[src/rtl/register_file_ctx_pkg.sv]
// Shared definitions for the register file / interrupt-context slice of the
// SimpleRISC core: flag layout, default special-register indices and the
// context FSM state type.
package register_file_ctx_pkg;

  // Flag layout: bit 0 = E (equal), bit 1 = GT (greater-than)
  localparam int PKG_FLAG_W = 2;
  localparam int FLAG_E     = 0;
  localparam int FLAG_GT    = 1;

  // Architectural indices with special meaning
  localparam int DEF_FLAGS_IDX = 13;
  localparam int DEF_EPC_IDX   = 12;
  localparam int DEF_SP_IDX    = 14;
  localparam int DEF_SP_RESET  = 20;

  typedef enum logic {
    IDLE = 1'b0,
    ISR  = 1'b1
  } ctx_state_e;

endpackage

[src/rtl/register_file_ctx_if.sv]
// Operand-fetch / writeback / interrupt bus of the register file.
//   master : the core side (drives addresses, write data, flags, pc, irq)
//   slave  : the register file (returns read data, flags, irq status)
interface register_file_ctx_if #(
  parameter int DATA_W = 32,
  parameter int NREGS  = 16,
  parameter int FLAG_W = 2
);
  localparam int AW = $clog2(NREGS);

  logic              isWb;
  logic [AW-1:0]     rd_ra;
  logic [DATA_W-1:0] data;
  logic [AW-1:0]     rs1;
  logic [AW-1:0]     rs2;
  logic [DATA_W-1:0] rd1;
  logic [DATA_W-1:0] rd2;
  logic              flags_we;
  logic [FLAG_W-1:0] flags_in;
  logic [FLAG_W-1:0] flags_out;
  logic [DATA_W-1:0] pc;
  logic              interrupt;
  logic              ret_i;
  logic              irq_ack;
  logic              in_isr;

  modport master (
    output isWb, rd_ra, data, rs1, rs2, flags_we, flags_in, pc, interrupt, ret_i,
    input  rd1, rd2, flags_out, irq_ack, in_isr
  );

  modport slave (
    input  isWb, rd_ra, data, rs1, rs2, flags_we, flags_in, pc, interrupt, ret_i,
    output rd1, rd2, flags_out, irq_ack, in_isr
  );

endinterface

[src/rtl/register_file_ctx_irq_ctx_fsm.sv]
// irq_ctx_fsm: interrupt context controller.
// Detects the rising edge of the level interrupt request, keeps a single-deep
// pending bit while an ISR runs, and issues capture (entry) / restore (return)
// strobes to the register array.
//   clk, rst   : clock, asynchronous active-high reset
//   interrupt  : level interrupt request
//   ret_i      : return-from-interrupt strobe
//   capture    : combinational, high in the cycle whose clock edge enters ISR
//   restore    : combinational, high in the cycle whose clock edge leaves ISR
//   irq_ack    : registered one-cycle pulse following entry
//   in_isr     : high while in the ISR state
module irq_ctx_fsm
  import register_file_ctx_pkg::*;
(
  input  logic clk,
  input  logic rst,
  input  logic interrupt,
  input  logic ret_i,
  output logic capture,
  output logic restore,
  output logic irq_ack,
  output logic in_isr
);

  ctx_state_e state;
  ctx_state_e state_next;
  logic       irq_q;
  logic       irq_pend;
  logic       pend_next;
  logic       irq_edge;

  assign irq_edge = interrupt & ~irq_q;
  assign in_isr   = (state == ISR);

  always_ff @(posedge clk or posedge rst) begin
    if (rst) begin
      state    <= IDLE;
      irq_q    <= 1'b0;
      irq_pend <= 1'b0;
      irq_ack  <= 1'b0;
    end else begin
      state    <= state_next;
      irq_q    <= interrupt;
      irq_pend <= pend_next;
      irq_ack  <= capture;
    end
  end

  always_comb begin
    state_next = state;
    pend_next  = irq_pend;
    capture    = 1'b0;
    restore    = 1'b0;
    case (state)
      IDLE: begin
        // A request left pending by the previous ISR is taken here, on the
        // first IDLE cycle after the return. ret_i is ignored in IDLE.
        if (irq_edge || irq_pend) begin
          capture    = 1'b1;
          pend_next  = 1'b0;
          state_next = ISR;
        end
      end
      ISR: begin
        // Single-deep: an edge while already pending is simply dropped
        if (irq_edge) pend_next = 1'b1;
        if (ret_i) begin
          restore    = 1'b1;
          state_next = IDLE;
        end
      end
      default: state_next = IDLE;
    endcase
  end

endmodule

[src/rtl/register_file_ctx.sv]
// register_file_ctx: NREGS x DATA_W register file with two combinational
// read ports, one synchronous write port and optional write-to-read bypass,
// plus a flags register and an interrupt-context unit that saves PC (into
// EPC_IDX) and flags on interrupt entry and restores flags on return.
//   clk  : clock, all state updates on the rising edge
//   rst  : asynchronous active-high reset
//   bus  : register_file_ctx_if.slave (read/write ports, flags, pc,
//          interrupt, ret_i, irq_ack, in_isr)
module register_file_ctx
  import register_file_ctx_pkg::*;
#(
  parameter int DATA_W    = 32,
  parameter int NREGS     = 16,
  parameter int FLAG_W    = PKG_FLAG_W,
  parameter int FLAGS_IDX = DEF_FLAGS_IDX,
  parameter int EPC_IDX   = DEF_EPC_IDX,
  parameter int SP_IDX    = DEF_SP_IDX,
  parameter int SP_RESET  = DEF_SP_RESET,
  parameter int BYPASS    = 1
) (
  input  logic              clk,
  input  logic              rst,
  register_file_ctx_if.slave bus
);

  localparam int            AW      = $clog2(NREGS);
  localparam logic [AW-1:0] FLAGS_A = AW'(FLAGS_IDX);
  localparam logic [AW-1:0] EPC_A   = AW'(EPC_IDX);

  logic [DATA_W-1:0] regs [NREGS];
  logic [FLAG_W-1:0] flags;
  logic [FLAG_W-1:0] saved_flags;
  logic              capture;
  logic              restore;

  // Read mux: bypass of a same-cycle write wins over the flags alias,
  // which in turn wins over the stored register contents.
  function automatic logic [DATA_W-1:0] read_port(
    input logic [AW-1:0]     rs,
    input logic [DATA_W-1:0] stored,
    input logic              wb,
    input logic [AW-1:0]     wa,
    input logic [DATA_W-1:0] wd,
    input logic [FLAG_W-1:0] fl
  );
    if ((BYPASS != 0) && wb && (wa == rs)) return wd;
    if (rs == FLAGS_A) return {{(DATA_W-FLAG_W){1'b0}}, fl};
    return stored;
  endfunction

  irq_ctx_fsm u_irq_ctx_fsm (
    .clk       (clk),
    .rst       (rst),
    .interrupt (bus.interrupt),
    .ret_i     (bus.ret_i),
    .capture   (capture),
    .restore   (restore),
    .irq_ack   (bus.irq_ack),
    .in_isr    (bus.in_isr)
  );

  always_ff @(posedge clk or posedge rst) begin
    if (rst) begin
      for (int i = 0; i < NREGS; i++) begin
        regs[i] <= (i == SP_IDX) ? DATA_W'(SP_RESET) : '0;
      end
    end else begin
      if (bus.isWb) regs[bus.rd_ra] <= bus.data;
      // EPC capture is the later assignment, so it overrides a same-cycle
      // writeback to EPC_IDX (that write is lost).
      if (capture) regs[EPC_A] <= bus.pc;
    end
  end

  always_ff @(posedge clk or posedge rst) begin
    if (rst) begin
      flags       <= '0;
      saved_flags <= '0;
    end else begin
      if (capture) saved_flags <= flags;
      if (restore) flags <= saved_flags;
      else if (bus.isWb && (bus.rd_ra == FLAGS_A)) flags <= bus.data[FLAG_W-1:0];
      else if (bus.flags_we) flags <= bus.flags_in;
    end
  end

  always_comb begin
    bus.rd1 = read_port(bus.rs1, regs[bus.rs1], bus.isWb, bus.rd_ra, bus.data, flags);
    bus.rd2 = read_port(bus.rs2, regs[bus.rs2], bus.isWb, bus.rd_ra, bus.data, flags);
  end

  assign bus.flags_out = flags;

endmodule
[src/flat_wrapper.sv]
// flat-port wrapper written by rule: the top's interface ports become plain ports
module register_file_ctx_flat import register_file_ctx_pkg::*;
#(
  parameter int DATA_W    = 32,
  parameter int NREGS     = 16,
  parameter int FLAG_W    = PKG_FLAG_W,
  parameter int FLAGS_IDX = DEF_FLAGS_IDX,
  parameter int EPC_IDX   = DEF_EPC_IDX,
  parameter int SP_IDX    = DEF_SP_IDX,
  parameter int SP_RESET  = DEF_SP_RESET,
  parameter int BYPASS    = 1
)
  (clk, rst, bus_isWb, bus_rd_ra, bus_data, bus_rs1, bus_rs2, bus_flags_we, bus_flags_in, bus_pc, bus_interrupt, bus_ret_i, bus_rd1, bus_rd2, bus_flags_out, bus_irq_ack, bus_in_isr);
  register_file_ctx_if #(.DATA_W(DATA_W), .NREGS(NREGS), .FLAG_W(FLAG_W)) bus_i ();
  input  logic clk;
  input  logic rst;
  input wire logic [$bits(bus_i.isWb)-1:0] bus_isWb;
  input wire logic [$bits(bus_i.rd_ra)-1:0] bus_rd_ra;
  input wire logic [$bits(bus_i.data)-1:0] bus_data;
  input wire logic [$bits(bus_i.rs1)-1:0] bus_rs1;
  input wire logic [$bits(bus_i.rs2)-1:0] bus_rs2;
  input wire logic [$bits(bus_i.flags_we)-1:0] bus_flags_we;
  input wire logic [$bits(bus_i.flags_in)-1:0] bus_flags_in;
  input wire logic [$bits(bus_i.pc)-1:0] bus_pc;
  input wire logic [$bits(bus_i.interrupt)-1:0] bus_interrupt;
  input wire logic [$bits(bus_i.ret_i)-1:0] bus_ret_i;
  output wire logic [$bits(bus_i.rd1)-1:0] bus_rd1;
  output wire logic [$bits(bus_i.rd2)-1:0] bus_rd2;
  output wire logic [$bits(bus_i.flags_out)-1:0] bus_flags_out;
  output wire logic [$bits(bus_i.irq_ack)-1:0] bus_irq_ack;
  output wire logic [$bits(bus_i.in_isr)-1:0] bus_in_isr;
  assign bus_i.isWb = bus_isWb;
  assign bus_i.rd_ra = bus_rd_ra;
  assign bus_i.data = bus_data;
  assign bus_i.rs1 = bus_rs1;
  assign bus_i.rs2 = bus_rs2;
  assign bus_i.flags_we = bus_flags_we;
  assign bus_i.flags_in = bus_flags_in;
  assign bus_i.pc = bus_pc;
  assign bus_i.interrupt = bus_interrupt;
  assign bus_i.ret_i = bus_ret_i;
  assign bus_rd1 = bus_i.rd1;
  assign bus_rd2 = bus_i.rd2;
  assign bus_flags_out = bus_i.flags_out;
  assign bus_irq_ack = bus_i.irq_ack;
  assign bus_in_isr = bus_i.in_isr;
  register_file_ctx #(.DATA_W(DATA_W), .NREGS(NREGS), .FLAG_W(FLAG_W), .FLAGS_IDX(FLAGS_IDX), .EPC_IDX(EPC_IDX), .SP_IDX(SP_IDX), .SP_RESET(SP_RESET), .BYPASS(BYPASS)) u_core (.clk(clk), .rst(rst), .bus(bus_i));
endmodule
[config.mk]
export PLATFORM = sky130hd
export DESIGN_NAME = register_file_ctx_flat
export DESIGN_NICKNAME = d
export VERILOG_FILES = /design/src/rtl/register_file_ctx_pkg.sv /design/src/rtl/register_file_ctx_if.sv /design/src/rtl/register_file_ctx_irq_ctx_fsm.sv /design/src/rtl/register_file_ctx.sv /design/src/flat_wrapper.sv
export SDC_FILE = /design/constraint.sdc
export NUM_CORES = 1
export LEC_CHECK = 0
export CORE_UTILIZATION = 45
export CTS_CLUSTER_SIZE = 12
export DETAILED_ROUTE_END_ITERATION = 8
export PLACE_DENSITY = 0.66
export SYNTH_ARGS = -nofsm -noshare
export SYNTH_HDL_FRONTEND = slang
export SYNTH_HIERARCHICAL = 1
export SYNTH_SLANG_ARGS = --single-unit
[constraint.sdc]
create_clock -name clk -period 16.8 [get_ports clk]
set_clock_uncertainty 0.15 [all_clocks]
set_input_delay 2.52 -clock clk [delete_from_list [all_inputs] [get_ports clk]]
set_output_delay 2.52 -clock clk [all_outputs]
set_load 0.02 [all_outputs]
==> results.cfg <==
[run_status]
status = complete, no violations

[global_route]
groute.usage.overall_pct = 25.52
grt_max_degree = 177
antenna_found_initial = 0
grt_pass1_vias = 19010
overflow = 0
grt_pass1_wl_um = 120800

[clock_network]
cts_tree = built
cts-root-buf = clkbuf_16
clk_latency_ps = 610
clkTransAtPathRegs_ps = 50
cts_max_level = 2
numCtsBuffers = 56
cts_buffer_depth = 3
post_cts_buffers = 0
clock-sinks = 518
cts-hold-fix-buffers = 0
cts_resized = 0

[timing]
setup-violations-final = 0
fin_crit_ps = 8796
relSlewSlack_pct = 25.21
tightest_slew_ps = 1122
fin_tns_setup_ps = 0
finalHoldViolations = 0
slew_violations = 0
period_share_pct = 52.35
rsz0062_at_grt = false
fmax_mhz = 113.7
setup_ws_ps = 8004

[pwr]
power_switching_uw = 1180
power.density_mw_per_mm2 = 129.3
leakagePower_uw = 0.01296
irDropWorstVdd_mv = 0.1079
p_int_uw = 2946
switching_share_pct = 28.60
seqPwrFrac_pct = 43.5
p_clk_share_pct = 30.1
power_frac_comb_pct = 26.4

[cells_and_area]
final_cell_mix = dfrtp_1 (516), mux2_2 (466), mux4_2 (250)
finalNonFillerCells = 2821
final_common_cell = dfrtp_1
area_growth_pct = 13.75
diodes = 0
drive_above_1_share_pct = 44.35
fillers = 5197
fin_util_pct = 51.72
nNetsFinal = 2025

[drt]
drc = 0
ant_nets = 0
routed_wl_um = 79190
first_pass_iters = 7
vias = 18060
wl_per_cell_um = 28.07
drt-initial-drc-count = 1684
avgViaCountPerCell = 6.403

[critical_path]
crit_buf_inv = 2
crit_chain = clkdlybuf4s50_1 -> xor2_1 -> nor3_1 -> and2_2 -> a22o_1 -> clkdlybuf4s50_1
cp_num_cells = 6
end_kind = output port
crit_top_cell = clkdlybuf4s50_1
path_class = in2out
cp_max_fo = 32
crit_slowest_cell = clkdlybuf4s50_1
cp.required_ps = 14130
r2r_slack_ps = 14740
cp_slowest_stage_delay_ps = 1030
crit_arrival_ps = 6130
cp-start-kind = input port
r2r_cells = 4
crit_family = buffers and inverters

[logic_synthesis]
synth_ff_type = dfrtp_1
synthDistinctLibCells = 43
syn_avg_cell_area_sq_um = 14.81
syn_inst = 1895
syn_area_sq_mm = 0.02806
postSynth.asyncResetShare_pct = 100.0
synth-edff-count = 0
yosys_warnings = 6
synth.net_count = 1979
synth-seq-area-share_pct = 46.20
ys_ff_latch = 518

[placed_design]
portBuffers = 151
hpwl_um = 42740
routabilityCongestion = 0.7747
dp_cells = 2720
dp_slack_ps = 7988

[min_path]
hold_path_class = reg2reg
worstHoldPathCells = 2

[floorplanning]
ios = 152
chipWidth_um = 251.7
floorplan.rows = 91
dieHeight_um = 251.7
start_util_pct = 45.47
die_area_sq_mm = 0.06336
core_region_area_sq_mm = 0.06171

[run]
maxCapViolCount = 0
[layer usage]
layer	global-route usage (%)	wire [um]
met1	37.44	34730
met2	38.92	36640
met3	4.952	5890
met4	6.760	1928
met5	0	0
[worst reg2reg max path: cells and delay by family, from the launching register on]
family / cells / cell delay (ps)
simple gates: 1 / 160
mux: 1 / 430
buf+inv: 1 / 710
flops: 1 / 360
compound gates: 1 / 140
[cell type report]
type	count	area [sq um]	share of cell area [%]
Clock buffer	86	1715	5.374
Clock inverter	15	140.1	0.4390
Inverter	3	15.01	0.04704
Multi-Input combinational cell	1175	14220	44.55
Sequential cell	518	12960	40.62
Tap cell	837	1047	3.281
Timing Repair Buffer	187	1817	5.692
[through the flow]
| stage | area, sq um | power (uW) | hold WS [ps] |
|---|---|---|---|
| 6_report | 31920 | 4126 | 330.8 |
| 5_1_grt | 31920 | 4326 | 366.8 |
| 4_1_cts | 31920 | 4147 | 335.7 |
| 3_5_place_dp | 30060 | 2898 | 323.4 |
| 3_3_place_gp | 30060 | 2837 | 311.1 |
| 2_1_floorplan | 28060 | 2559 | 294.9 |
[synth_stat cells (all sizes together), types with 5 or more instances]
master  number  share of area [%]
a22o        60                1.9
a22oi      120                3.2
and2         7               0.16
buf        126                2.7
clkbuf      73               0.98
dfrtp      516                 46
mux2       492                 20
mux2i       36                1.3
mux4       250                 20
nand2      100                1.3
nand2b       5               0.14
nand3        6               0.11
nor2        13               0.17
nor2b       10               0.22
nor3         5               0.11
o21ai       34               0.61
xor2         6               0.19
[cell families (layout without fill, tap and decap cells)]
group,after synthesis,after routing,synth area share (%)
DFF,518,518,46.20
buffers and inverters,202,291,3.714
AOI/OAI and AO/OA,233,233,6.211
and+or+nand+nor,156,156,2.528
xor gates and xnor gates,8,8,0.2497
muxes,778,778,41.09
[registers in the layout, indices dropped and copies added (netlist names)]
register                       flops
u_core/saved_flags                 2
u_core/bus.flags_out               2
u_core/regs                      510
u_core/u_irq_ctx_fsm/irq_ack       1
u_core/u_irq_ctx_fsm/irq_q         1
u_core/u_irq_ctx_fsm/in_isr        1
u_core/u_irq_ctx_fsm/irq_pend      1
[power groups by stage]
stage	registers [uW]	logic, uW	clock network, uW
floorplan	1740	824	0
global placement	1770	1070	0
detailed placement	1800	1090	0
CTS	1790	1100	1260
global route	1840	1170	1320
finish	1790	1090	1240
[final timing paths]
kind                                       startpoint                            end
min in group asynchronous                         rst  u_core/u_irq_ctx_fsm/irq_pend
min                             u_core/saved_flags[0]        u_core/bus.flags_out[0]
min reg2reg                     u_core/saved_flags[0]        u_core/bus.flags_out[0]
max in group asynchronous                         rst               u_core/regs[496]
max                                        bus_rs2[0]                    bus_rd2[18]
max reg2reg                u_core/u_irq_ctx_fsm/irq_q          u_core/saved_flags[0]
(Power assumes the default switching activity.)
